==> src/rtl/bin_string_rx.sv <==
// bin_string_rx: serial MSB-first receiver that packs characters into a
// fixed-width string, ending a frame on NUL or when every slot is filled.
module bin_string_rx #(
    parameter int NCHARS = 64,
    parameter int CHAR_W = 8
) (
    input  logic                     clk,
    input  logic                     rst,
    input  logic                     start,
    input  logic                     bit_in,
    input  logic                     bit_valid,
    input  logic                     ack,
    output logic [NCHARS*CHAR_W-1:0] str,
    output logic                     string_valid,
    output logic                     busy,
    output logic [6:0]               char_count,
    output logic                     overrun
);

    localparam int L  = NCHARS * CHAR_W;
    localparam int CW = $clog2(CHAR_W);

    typedef enum logic [1:0] {
        IDLE,
        RECV,
        DONE
    } state_t;

    state_t              state, state_n;
    logic [L-1:0]        str_n;
    logic [6:0]          cc_n;
    logic [CW-1:0]       bit_cnt, bit_cnt_n;
    logic [CHAR_W-1:0]   shreg, shreg_n;
    logic [CHAR_W-1:0]   byte_next;
    logic                ovr_n;
    logic                last_bit;

    always_ff @(posedge clk) begin
        if (rst) begin
            state      <= IDLE;
            str        <= '0;
            char_count <= '0;
            bit_cnt    <= '0;
            shreg      <= '0;
            overrun    <= 1'b0;
        end else begin
            state      <= state_n;
            str        <= str_n;
            char_count <= cc_n;
            bit_cnt    <= bit_cnt_n;
            shreg      <= shreg_n;
            overrun    <= ovr_n;
        end
    end

    always_comb begin
        state_n   = state;
        str_n     = str;
        cc_n      = char_count;
        bit_cnt_n = bit_cnt;
        shreg_n   = shreg;
        ovr_n     = overrun;
        byte_next = {shreg[CHAR_W-2:0], bit_in};
        last_bit  = (bit_cnt == CW'(CHAR_W - 1));

        unique case (state)
            IDLE: begin
                if (start) begin
                    state_n   = RECV;
                    str_n     = '0;
                    cc_n      = '0;
                    bit_cnt_n = '0;
                    shreg_n   = '0;
                    ovr_n     = 1'b0;
                end
            end
            RECV: begin
                if (start) begin
                    str_n     = '0;
                    cc_n      = '0;
                    bit_cnt_n = '0;
                    shreg_n   = '0;
                    ovr_n     = 1'b0;
                end else if (bit_valid) begin
                    shreg_n   = byte_next;
                    bit_cnt_n = bit_cnt + CW'(1);
                    if (last_bit) begin
                        bit_cnt_n = '0;
                        shreg_n   = '0;
                        // NUL closes the frame without consuming a slot
                        if (byte_next == '0) begin
                            state_n = DONE;
                        end else begin
                            for (int k = 0; k < NCHARS; k++) begin
                                if (char_count == 7'(k))
                                    str_n[L-1-CHAR_W*k -: CHAR_W] = byte_next;
                            end
                            cc_n = char_count + 7'd1;
                            if (cc_n == 7'(NCHARS))
                                state_n = DONE;
                        end
                    end
                end
            end
            DONE: begin
                if (bit_valid)
                    ovr_n = 1'b1;
                if (ack)
                    state_n = IDLE;
            end
            default: state_n = IDLE;
        endcase
    end

    assign busy         = (state == RECV);
    assign string_valid = (state == DONE);

endmodule

==> config.mk <==
export PLATFORM = sky130hd
export DESIGN_NAME = bin_string_rx
export DESIGN_NICKNAME = d
export VERILOG_FILES = /design/src/rtl/bin_string_rx.sv
export SDC_FILE = /design/constraint.sdc
export NUM_CORES = 1
export LEC_CHECK = 0
export ABC_AREA = 1
export CAP_MARGIN = 10
export CORE_MARGIN = 2
export CORE_UTILIZATION = 45
export DETAILED_ROUTE_END_ITERATION = 7
export HOLD_SLACK_MARGIN = 0.1
export PLACE_DENSITY = 0.72
export SYNTH_ARGS = -nofsm -noshare
export SYNTH_HDL_FRONTEND = slang
export SYNTH_SLANG_ARGS = --single-unit
==> constraint.sdc <==
create_clock -name clk -period 2.45 [get_ports clk]
set_clock_uncertainty 0.1 [all_clocks]
set_input_delay 0.6125 -clock clk [delete_from_list [all_inputs] [get_ports clk]]
set_output_delay 0.6125 -clock clk [all_outputs]
set_load 0.01 [all_outputs]
==> metrics.txt <==
status finished clean; NetSw 11.0 mW; Yosys top cell by area dfxtp_1; GPL Wtd Cong 0.880; I/O pin total 528; final antenna-violating net count 0; library cells used by synthesis 33; crit end category output port; port bufs 527; violation count after the first detailed-route iteration 1,298; Pint 18.2 mW; area fraction in compound gates after synthesis 20.8%; Reg2Reg Setup Slack 0.12 ns; syn avg cell area 9.51 um2; slowest cell delay on critical path 0.70 ns; mux cell area share after synthesis 0%; Slew @ Worst Pin 0.674 ns; Synth area leaders dfxtp_1 44%, a21oi_2 17%, nand2_2 13%, nand3_1 11%, nand2_8 5.1%; DP Worst Slack -0.219 ns; Finish-stage setup viols 0; CTS Hold Buffers Added 0; Synth Area in XOR/XNOR 0.0362%; Overall Power 29.1 mW; relative slew slack 55.1%; Worst R2R Path Depth 5; Die Area 0.0556 mm2; initial antenna violation count 2; Crit Reg-Reg Startpoint char_count[0]; main combinational cell family by area after synthesis simple AND/OR/NAND/NOR gates; worst-path cell chain clkdlybuf4s50_1; Post-CTS Setup Bufs 0; DR WL/cell 22.1 um; Vert. Die Dim 236 um; Core ar. 0.0529 mm2; critical path endpoint str[391]; placed cell count 3,744; residual DRC count 0; Final Hold Violating Endpoints 0; CTS Root Cell clkbuf_16; hold crit path type input port to flop; VDD IR-drop max 0.606 mV; RSZ-0062 raised after global routing true; Post-Synthesis Cells 2,540; footprint of the multi-input gates 0.0126 mm2; total number of vias 21,300; worst skew pair latency 0.60 ns; die width 236 um; row count 84; leak pwr 10.4 nW; initial core utilization 45.7%; first-pass GRT wire length 130 mm; slack of the critical path 0.0378 ns; Sequential Area 0.0107 mm2; clock buffer depth 3; Post-Syn Area 0.0242 mm2; Crit-path slowest cell clkdlybuf4s50_1; Worst Path Max Fanout 2; top cell type's share of synthesized area 44.1%; post-detail-place hpwl 59.8 mm; largest net degree at the start of global routing 72; synth-to-layout area growth 40.8%; commonest non-fill, non-tap cells in the layout 531 x dfxtp_1, 530 x nand3_1, 517 x clkdlybuf4s50_1, 484 x nand2_2, 480 x a21oi_2; Post-Synth Adder-Cell Area 0.311%; critical path class flop to output port; final WL 85.0 mm; Critical path origin str[391]; Worst-path clk slew 0.06 ns; buffers plus inverters on the worst setup path 1; post-synthesis simple-gate area fraction 30.6%; Crit path depth 1; Final #Nets 3,126; vias in the first global route 21,300; CP delay by family, top buffers and inverters; Period minus WS final 2.41 ns; CTS Buf Count 56; Seq/Total Area, Yosys 44.1%; Yosys warnings 0; Setup TNS 0 ns; GRT overflow 0; Setup crit start kind flop; max-slew violation count 0; via/cell ratio 5.53; GRT Total Usage 29.7%; combinational share of power 37.9%; r2r endpoint str[49]; Post-Layout Cell Count 3,848; power density cells 856 mW/mm2; Sw Ratio 37.6%; synthesized flop and latch total 532; TritonCTS clock tree done; MaxCap Viol Count 0; Mapped Nets 2,552; clock share of power 30.6%; layout cell share with drive strength beyond 1 43.1%; Crit path required time 1.74 ns; hold path depth 2; First-pass DRT Iterations 6; Finished Core Util 64.4%; leading cell type in the layout, fill and taps excluded dfxtp_1; final period utilization 98.5%; Flop pwr share 31.5%; H-tree Lvls 2; fillers 4,175; critical path arrival 1.70 ns; Clock Sinks 532; Max Clock Freq 415 MHz
## synth_stat cells
| master | n |
|---|---|
| dfxtp_1 | 532 |
| nand3_1 | 532 |
| nand2_2 | 484 |
| a21oi_2 | 480 |
| clkbuf_1 | 109 |
| nand2_1 | 65 |
| nand2_8 | 61 |
| buf_2 | 58 |
| a21oi_1 | 46 |
| o21ai_2 | 40 |
| o21ai_1 | 26 |
| nor2_1 | 20 |
| inv_2 | 15 |
| inv_1 | 11 |
| nor2_2 | 9 |
| a211oi_1 | 7 |
| buf_12 | 7 |
| buf_4 | 7 |
| o21ai_0 | 7 |
| ha_1 | 6 |
| buf_1 | 2 |
| buf_6 | 2 |
| nand4_1 | 2 |
| nor2_8 | 2 |
| o21bai_1 | 2 |
| clkinv_1 | 1 |
| inv_4 | 1 |
| nand2_4 | 1 |
| nand3b_1 | 1 |
| nor2_4 | 1 |
| nor3b_1 | 1 |
| or2_2 | 1 |
| xor2_1 | 1 |
## timing repair
item,in CTS,in global routing
gates cloned,0,0
setup endpoints to repair,8,10
resized for setup,9,4
hold endpoints to repair,0,0
## area by class of cell
class,count,share of cell area [%]
Antenna cell,2,0.0147
Clock buffer,83,4.80
Clock inverter,19,0.805
Inverter,28,0.364
Multi-Input combinational cell,1795,36.9
Sequential cell,532,31.3
Tap cell,688,2.53
Timing Repair Buffer,701,23.3
## cells by family after synthesis
family | count (synthesis)
AOI/OAI and AO/OA | 608
xor gates and xnor gates | 1
adders and majority gates | 6
buffers and inverters | 213
DFF | 532
and+or+nand+nor | 1180
## power by group through the flow
stage	registers (mW)	logic (mW)	clock network (mW)
after global placement	9.35	10.8	0
final	9.18	11.0	8.92
after detailed placement	9.36	11.0	0
after floorplan	9.40	6.84	0
after CTS	9.17	11.0	9.04
after global routing	9.20	11.7	9.36
## metal layers
layer / vias up / global-route usage (%) / routed length [um]
li1: 9893 / - / -
met1: 10400 / 36.3 / 34400
met2: 778 / 49.4 / 40500
met3: 194 / 7.56 / 6570
met4: 0 / 12.9 / 3530
met5: - / 0 / 0
## sequential cells by signal, indices dropped and copies added, names as in the netlist
name and count:
overrun 1, str 512, char_count 7, state 2
bit_cnt 3, shreg 7
## metrics by stage
step	hold WS, ns	instance area (um2)
final	0.242	34000
after global routing	0.251	34000
after CTS	0.237	34000
after detailed placement	0.353	32100
after global placement	0.348	32100
after floorplan	0.348	24200
## how the worst min path moves through the flow
stage | endpoint | startpoint | slack [ns]
floorplan | bit_cnt[1] | bit_cnt[1] | 0.35
global placement | str[418] | str[418] | 0.35
detailed placement | str[38] | str[38] | 0.35
CTS | str[142] | rst | 0.24
global route | str[137] | rst | 0.25
finish | str[142] | rst | 0.24
No activity file was read; power rests on OpenSTA's default activity.
